==> src/rtl/tt_pkg.sv <==
// Shared types and constants for the truth-table sweeper and its capture bank.
// Mask slices are laid out function-major: function k owns bits [k*N_VEC +: N_VEC].
package tt_pkg;

  typedef enum logic [1:0] {
    IDLE  = 2'd0,
    DRIVE = 2'd1,
    CHECK = 2'd2,
    DONE  = 2'd3
  } state_t;

  localparam int DEF_N_IN = 4;
  localparam int N_VEC    = 2**DEF_N_IN;

  // Minterm sets of the exercise functions C, D and E (bit m = output at minterm m)
  localparam logic [15:0] MASK_C = 16'h90D6;
  localparam logic [15:0] MASK_D = 16'h3526;
  localparam logic [15:0] MASK_E = 16'h22A5;

  // Base bit of function k's slice inside a packed mask bus
  function automatic int mask_slice(input int k, input int n_vec);
    return k * n_vec;
  endfunction

endpackage

==> src/rtl/tt_capture_bank.sv <==
// Per-function minterm capture registers with indexed write and clear, plus the
// XOR-reduce compare against the expected masks; results register on check_en.
module tt_capture_bank
  import tt_pkg::*;
#(
  parameter int N_FN  = 5,
  parameter int IDX_W = 4,
  parameter int N_VEC = 2**IDX_W
) (
  input  logic                    clk,
  input  logic                    reset,
  input  logic                    clear,
  input  logic                    wr_en,
  input  logic [IDX_W-1:0]        wr_idx,
  input  logic [N_FN-1:0]         wr_dat,
  input  logic                    check_en,
  input  logic [N_FN*N_VEC-1:0]   exp_mask,
  output logic [N_FN*N_VEC-1:0]   cap_mask,
  output logic [N_FN-1:0]         mismatch,
  output logic                    pass
);

  logic [N_FN-1:0] mismatch_nxt;

  for (genvar k = 0; k < N_FN; k++) begin : g_fn
    localparam int BASE = mask_slice(k, N_VEC);
    logic [N_VEC-1:0] cap_q;

    always_ff @(posedge clk) begin
      if (reset || clear) begin
        cap_q <= '0;
      end else if (wr_en) begin
        cap_q[wr_idx] <= wr_dat[k];
      end
    end

    assign cap_mask[BASE +: N_VEC] = cap_q;
    assign mismatch_nxt[k]         = |(cap_q ^ exp_mask[BASE +: N_VEC]);
  end

  always_ff @(posedge clk) begin
    if (reset || clear) begin
      mismatch <= '0;
      pass     <= 1'b0;
    end else if (check_en) begin
      mismatch <= mismatch_nxt;
      pass     <= ~|mismatch_nxt;
    end
  end

endmodule

==> src/rtl/truth_table_sweeper.sv <==
// Walks every input vector through the functions-under-test, holding each for
// SETTLE+1 cycles and capturing on the last one, then compares against exp_mask.
module truth_table_sweeper
  import tt_pkg::*;
#(
  parameter int N_IN   = DEF_N_IN,
  parameter int N_FN   = 5,
  parameter int SETTLE = 1
) (
  input  logic                        clk,
  input  logic                        reset,
  input  logic                        start,
  input  logic                        abort,
  output logic [N_IN-1:0]             vec_out,
  input  logic [N_FN-1:0]             fn_in,
  input  logic [N_FN*(2**N_IN)-1:0]   exp_mask,
  output logic [N_FN*(2**N_IN)-1:0]   cap_mask,
  output logic [N_FN-1:0]             mismatch,
  output logic                        busy,
  output logic                        done,
  output logic                        pass
);

  localparam int              NV       = 2**N_IN;
  localparam logic [N_IN-1:0] LAST_VEC = N_IN'(NV - 1);
  localparam logic [3:0]      SETTLE_L = 4'(SETTLE);

  state_t     state, state_nxt;
  logic [3:0] settle_cnt;
  logic       sample, last_vec, launch, cancel;

  assign sample   = (state == DRIVE) && (settle_cnt == 4'd0);
  assign last_vec = (vec_out == LAST_VEC);
  // abort wins over a coincident start; abort in DONE lets the results stand
  assign launch   = (state == IDLE) && start && !abort;
  assign cancel   = abort && ((state == DRIVE) || (state == CHECK));

  always_ff @(posedge clk) begin
    if (reset) begin
      state <= IDLE;
    end else begin
      state <= state_nxt;
    end
  end

  always_comb begin
    state_nxt = state;
    case (state)
      IDLE:    if (launch) state_nxt = DRIVE;
      DRIVE:   if (abort) state_nxt = IDLE;
               else if (sample && last_vec) state_nxt = CHECK;
      CHECK:   state_nxt = abort ? IDLE : DONE;
      DONE:    state_nxt = IDLE;
      default: state_nxt = IDLE;
    endcase
  end

  always_comb begin
    busy = 1'b0;
    done = 1'b0;
    case (state)
      DRIVE, CHECK: busy = 1'b1;
      DONE:         done = 1'b1;
      default:      ;
    endcase
  end

  // vec_out parks on the last vector after a sweep and only moves on start/abort
  always_ff @(posedge clk) begin
    if (reset) begin
      vec_out    <= '0;
      settle_cnt <= '0;
    end else if (launch) begin
      vec_out    <= '0;
      settle_cnt <= SETTLE_L;
    end else if (cancel) begin
      vec_out    <= '0;
      settle_cnt <= '0;
    end else if (state == DRIVE) begin
      if (!sample) begin
        settle_cnt <= settle_cnt - 4'd1;
      end else if (!last_vec) begin
        vec_out    <= vec_out + 1'b1;
        settle_cnt <= SETTLE_L;
      end
    end
  end

  tt_capture_bank #(
    .N_FN  (N_FN),
    .IDX_W (N_IN),
    .N_VEC (NV)
  ) u_bank (
    .clk      (clk),
    .reset    (reset),
    .clear    (launch || cancel),
    .wr_en    (sample),
    .wr_idx   (vec_out),
    .wr_dat   (fn_in),
    .check_en (state == CHECK),
    .exp_mask (exp_mask),
    .cap_mask (cap_mask),
    .mismatch (mismatch),
    .pass     (pass)
  );

endmodule

==> config.mk <==
export PLATFORM = sky130hd
export DESIGN_NAME = truth_table_sweeper
export DESIGN_NICKNAME = d
export VERILOG_FILES = /design/src/rtl/tt_pkg.sv /design/src/rtl/tt_capture_bank.sv /design/src/rtl/truth_table_sweeper.sv
export SDC_FILE = /design/constraint.sdc
export NUM_CORES = 1
export LEC_CHECK = 0
export CORE_MARGIN = 3
export CORE_UTILIZATION = 40
export CTS_CLUSTER_SIZE = 10
export DETAILED_ROUTE_END_ITERATION = 12
export GPL_TIMING_DRIVEN = 0
export PLACE_DENSITY_LB_ADDON = 0.05
export SETUP_SLACK_MARGIN = 0.1
export SLEW_MARGIN = 30
export SYNTH_ARGS = -nofsm -noshare
export SYNTH_HDL_FRONTEND = slang
export SYNTH_SLANG_ARGS = --single-unit
==> constraint.sdc <==
create_clock -name clk -period 3.09 [get_ports clk]
set_input_delay 0.927 -clock clk [delete_from_list [all_inputs] [get_ports clk]]
set_output_delay 0.927 -clock clk [all_outputs]
set_load 0.05 [all_outputs]
======== Yosys cells after proc, flatten, opt, wreduce, memory -nomap -nowiden ========
Cells that the tools add are included.
cells by class
  add/sub/neg operators ................... 2
  bitwise gates (word level) .............. 6
  mux-type cells .......................... 19
  reduce and logical (&&, ||, !) cells .... 26
  order comparisons ....................... 2
  eq/ne operators ......................... 8
operators by type and width
  kind                                                                count
  bitwise mux 16 bit                                                  5
  OR reduction 16 bit                                                 5
  OR reduction 80 bit                                                 1
  bitwise XOR 16 bit                                                  5
  two-way mux 2 bit                                                   4
  two-way mux 4 bit                                                   2
  one-hot mux 2 bit (4 select lines)                                  1
  logical AND 1 bit                                                   6
  two-way mux 1 bit                                                   6
  AND reduction 2 bit                                                 3
  < comparator 4 x 5 -> 1 bit (second input constant)                 1
  adder 4 x 1 -> 4 bit (second input constant)                        1
  demux 1 bit (select 4 bit)                                          1
  == test 2 bit (second input constant)                               2
  == test 4 bit (second input constant)                               1
  greater-or-equal comparator 4 x 1 -> 1 bit (second input constant)  1
  logical NOT 4 bit                                                   1
  inequality test 2 bit (second input constant)                       2
  inequality test 4 x 2 -> 1 bit (second input constant)              1
  subtractor 4 x 1 -> 4 bit (second input constant)                   1
  logical OR 1 bit                                                    3
  inequality test 3 x 2 -> 1 bit (second input constant)              1
  AND reduction 3 bit                                                 1
  nonzero test 3 bit                                                  1
  other kinds (6)                                                     7
storage, ports and cells
  bits of input ports ..................... 89
  logic and storage cells ................. 74
  output and inout port bits .............. 92
  register bits ........................... 96

======== Depth between registers and ports, before layout ========
  word-level depth ........................ 6
  mapped depth ............................ 8
  mapped depth without buffers ............ 7

======== Modules after synthesis ========
A second synthesis with hierarchy kept.
unflattened totals
  cell total of the unflattened synthesis .. 488
  area total of the unflattened synthesis .. 4613.2 um^2
by module, submodules not included
  module               seq. area each (um^2)  times used  cells each  area an instance (um^2)
  tt_capture_bank      1721.7                 1           418         4041.4
  truth_table_sweeper  200.2                  1           70          571.8

======== Least setup slack after synthesis ========
Ideal clock, no wire load.
  kind .................................... flip-flop to flip-flop
  from .................................... reg vec_out[0]
  to ...................................... reg u_bank.g_fn[0].cap_q[7]
  data required time ...................... 2.962 ns
  stages on the path, launching flop included .. 8
  data arrival time ....................... 1.958 ns
  setup time .............................. 0.128 ns
  clock period less this slack ............ 2.085 ns
  slack ................................... 1.005 ns
  path buffers ............................ 1
  cells stage by stage .................... dfxtp_1 -> ha_1 -> nand3b_4 -> nor2_1 -> and2_1 -> buf_4 -> mux2i_1 -> nor2_1
between the ends
  cells in the longest elaborated chain, start to end .. 5
  elaborated cells between the ends (all ways) .. 6
  classes of those cells .................. 2 x order compare; 3 x mux; 1 x reduce/logical
ends and longest elaborated chain
  what                                                                                                                    line                       source
  start: declaration                                                                                                      truth_table_sweeper.sv:14  output logic [N_IN-1:0] vec_out,
  start signal: assignment                                                                                                truth_table_sweeper.sv:83  vec_out <= vec_out + 1'b1;
  < comparator 4 x 5 -> 1 bit (implied by the code) / greater-or-equal comparator 4 x 1 -> 1 bit (equally long branches)  tt_capture_bank.sv:33      cap_q[wr_idx] <= wr_dat[k];
  logical AND 1 bit (implied by the code)                                                                                 tt_capture_bank.sv:33
  two-way mux 1 bit (implied by the code)                                                                                 tt_capture_bank.sv:33
  demux 1 bit (select 4 bit) (*)                                                                                          -
  bitwise mux 16 bit (*)                                                                                                  tt_capture_bank.sv:33
  end signal: indexed assignment                                                                                          tt_capture_bank.sv:33
  end: declaration                                                                                                        tt_capture_bank.sv:27      logic [N_VEC-1:0] cap_q;
Mark *: on every way between the ends. The rest lies on a longest branch, timed or not.
A chain may end at the register's enable or synchronous reset.

======== Worst setup path after layout ========
  from .................................... reg state[0]
  to ...................................... out busy
between the ends
  cells in the longest elaborated chain, start to end .. 3
  elaborated cells between the ends (all ways) .. 4
  classes of those cells .................. 2 x eq/ne; 1 x mux; 1 x reduce/logical
ends and longest elaborated chain
  what                                                            line                       source
  start: declaration                                              truth_table_sweeper.sv:28  state_t state, state_nxt;
  start signal: assignment                                        truth_table_sweeper.sv:42  state <= state_nxt;
  == test 2 x 1 -> 1 bit / == test 2 bit (equally long branches)  truth_table_sweeper.sv:61  case (state)
  OR reduction 2 bit (*)                                          truth_table_sweeper.sv:61
  two-way mux 1 bit (*)                                           truth_table_sweeper.sv:61
  end: declaration                                                truth_table_sweeper.sv:19  output logic busy,
Marked as above.

==> metrics.txt <==
CTS resizes 0; routed wire length per instance around 18 um; CP endpoint kind output port; PD cells 423 nW/um^2; Worst Skew approximately 4.4 ps; Slew HR between 40% and 50%; flop2flop setup slack 690 ps; commonest non-fill, non-tap cell in the layout clkdlybuf4s50_1; H-tree levels 3; Hold Crit Class reg2reg; syn_nets 650; drc violations 0; status finished, final reports clean; CP required approximately 2200 ps; Post-DP HPWL 12.2 mm; Post-Syn Area ~4700 um^2; Layout Nets around 840; worst r2r src state[1]; worst-skew pair later-pin latency between 300 and 400 ps; starting density of the core between 40% and 50%; GR Util All Layers a little under a quarter; PortBufs between 150 and 200; worst-path fanout max 4; hold path cells 2; pin count of the biggest net entering global routing 15; CTS Root Buffer Type clkbuf_16; postcts setup bufs 0; DRT iter0 DRCs between 200 and 300; CP Class reg2out; Avg Cell Area, Syn about 8.6 um^2; Layout fillers approximately 1100; detailed-route via count 4603; yosys warns 0; Core Area 11500 um^2; first-pass GRT wire length approximately 24 mm; WL final approximately 16 mm; final worst-path cycle share about 93%; cts hold-fix bufs 0; CTS Buf Count 9; TritonRoute pass-1 iters 5; startpoint types flop; reg2reg end u_bank.g_fn[0].cap_q[7]; Final Setup Violations 0; RSZ-0062 raised after global routing false; Mapped Cells between 500 and 600; Longest Clk Path Bufs 2; number of global-route vias before repair between 4000 and 5000; Layout Utilization between 60% and 70%; Die Y around 110 um; io pins 181; hold path startpoint u_bank.mismatch[4]; Max rail drop VDD around 0.22 mV; Post-DRT Antenna Nets 0; Lkg Pwr between 2 and 2.5 nW; Final Critical Period between 2000 and 3000 ps; Worst Max-Slew Pin Slew approximately 790 ps; number of antenna diodes 0; number of vias per cell ~5.2; CP arrival roughly 2000 ps; Clk pin slew, worst setup/hold paths ~60 ps; Fin. Hold Viols 0; final count of pins violating max slew 0; setup_tns 0 ps; TritonCTS sink count 96; row cnt 39; Synth Register Bits 96; GRT overflow 0; GP Congestion around 0.82; die area 13100 um^2; Area Overhead vs Synth 47.4%; Register-to-Register Path Depth 8; initial antenna violation count 0; Die X 115 um; register area share after synthesis 40.7%; commonest non-fill, non-tap cells in the layout 175 x clkdlybuf4s50_1, 96 x dfxtp_1, 77 x xnor2_1; CTS tree done; share of layout cells above drive strength 1 under 10%; max_cap viols 0; Netlist cell types 38; fmax approximately 350 MHz; hold path endpoint u_bank.mismatch[4]; final instance area 6960 um^2; Area after DPL roughly 6700 um^2
-- area by class of cell --
type	instances	area, um^2	share of cell area (%)
clock inverters	4	70.1	1.01
well taps	143	179	2.57
multi-input cells	409	2600	37.3
clock buffers	10	239	3.43
inverters	8	30.0	0.431
repair buffers	175	1750	25.2
plain buffers	38	174	2.50
flip-flops and latches	96	1920	27.6
-- cell usage after synthesis --
cell	number	share of area, %
and4bb_2	1	0.26
or4_1	2	0.32
nor3_2	1	0.21
a211oi_1	6	0.95
nor4_1	5	0.66
and2_1	6	0.79
nand2b_1	3	0.40
nand3_2	3	0.64
xnor2_1	77	14
and2b_1	1	0.16
nor2_1	47	3.7
mux2i_1	30	6.4
buf_2	7	0.74
o31ai_1	1	0.16
nand3_1	53	5.6
dfxtp_1	96	41
clkbuf_1	25	2.0
xor2_1	6	1.1
o211ai_1	2	0.32
or3b_2	1	0.19
nand4_1	20	2.6
a21oi_1	53	5.6
buf_6	2	0.48
or3_1	1	0.13
o21ai_2	1	0.19
nand2_4	1	0.24
nand2_1	66	5.2
o21ai_0	2	0.21
o31ai_4	1	0.45
inv_1	8	0.64
ha_1	10	2.6
nor2b_1	2	0.26
nand3b_4	1	0.42
a22o_1	1	0.19
buf_1	2	0.16
buf_4	2	0.32
nor3_1	4	0.42
nor3b_1	1	0.16
-- through the flow --
stage	hold slack (ps)	setup WS, ps	instances	total power [mW]
global placement	469	163	869	1.78
finish	488	204	883	2.94
CTS	488	178	883	2.96
floorplan	459	1000	551	1.58
global route	509	147	883	3.04
detailed placement	478	111	869	1.79
-- state kept, by name (all words and copies together) (netlist names) --
name and flops:
u_bank.g_fn.cap_q 80, u_bank.mismatch 5, settle_cnt 4, vec_out 4
state 2, u_bank.pass 1
-- worst max-delay path by stage --
stage                       startpoint                        to
after global routing          state[0]                      busy
after floorplan             vec_out[0]   u_bank.g_fn[0].cap_q[7]
after global placement    exp_mask[42]               u_bank.pass
final                         state[0]                      busy
after CTS                     state[0]                      busy
after detailed placement         abort  u_bank.g_fn[1].cap_q[11]
-- routing by layer --
layer | GRT usage, % | vias up | share of wire [%]
li1 | - | 2239 | -
met1 | 31.2 | 2122 | 43
met2 | 36.7 | 215 | 45
met3 | 5.66 | 27 | 9.5
met4 | 9.18 | 0 | 2.3
met5 | 0 | - | 0
-- critical path: stages (launching register included) --
cell and delay, ps:
dfxtp_1 360, inv_1 100, ha_1 340, clkdlybuf4s50_1 820
-- cells by family after synthesis --
group / Yosys count / synth area share [%]
AOI/OAI and AO/OA: 67 / 8.08
xor gates and xnor gates: 83 / 15.4
adders and majority gates: 10 / 2.65
buffers and inverters: 46 / 4.32
DFF: 96 / 40.7
muxes: 30 / 6.36
and+or+nand+nor: 219 / 22.5
-- power by group --
group          switching (mW)  internal [mW]  total (mW)
logic                   0.267          0.222       0.489
clock network           0.455          0.719        1.17
registers              0.0215           1.26        1.28
total                   0.744           2.20        2.94
No activity file was read; power rests on OpenSTA's default activity.
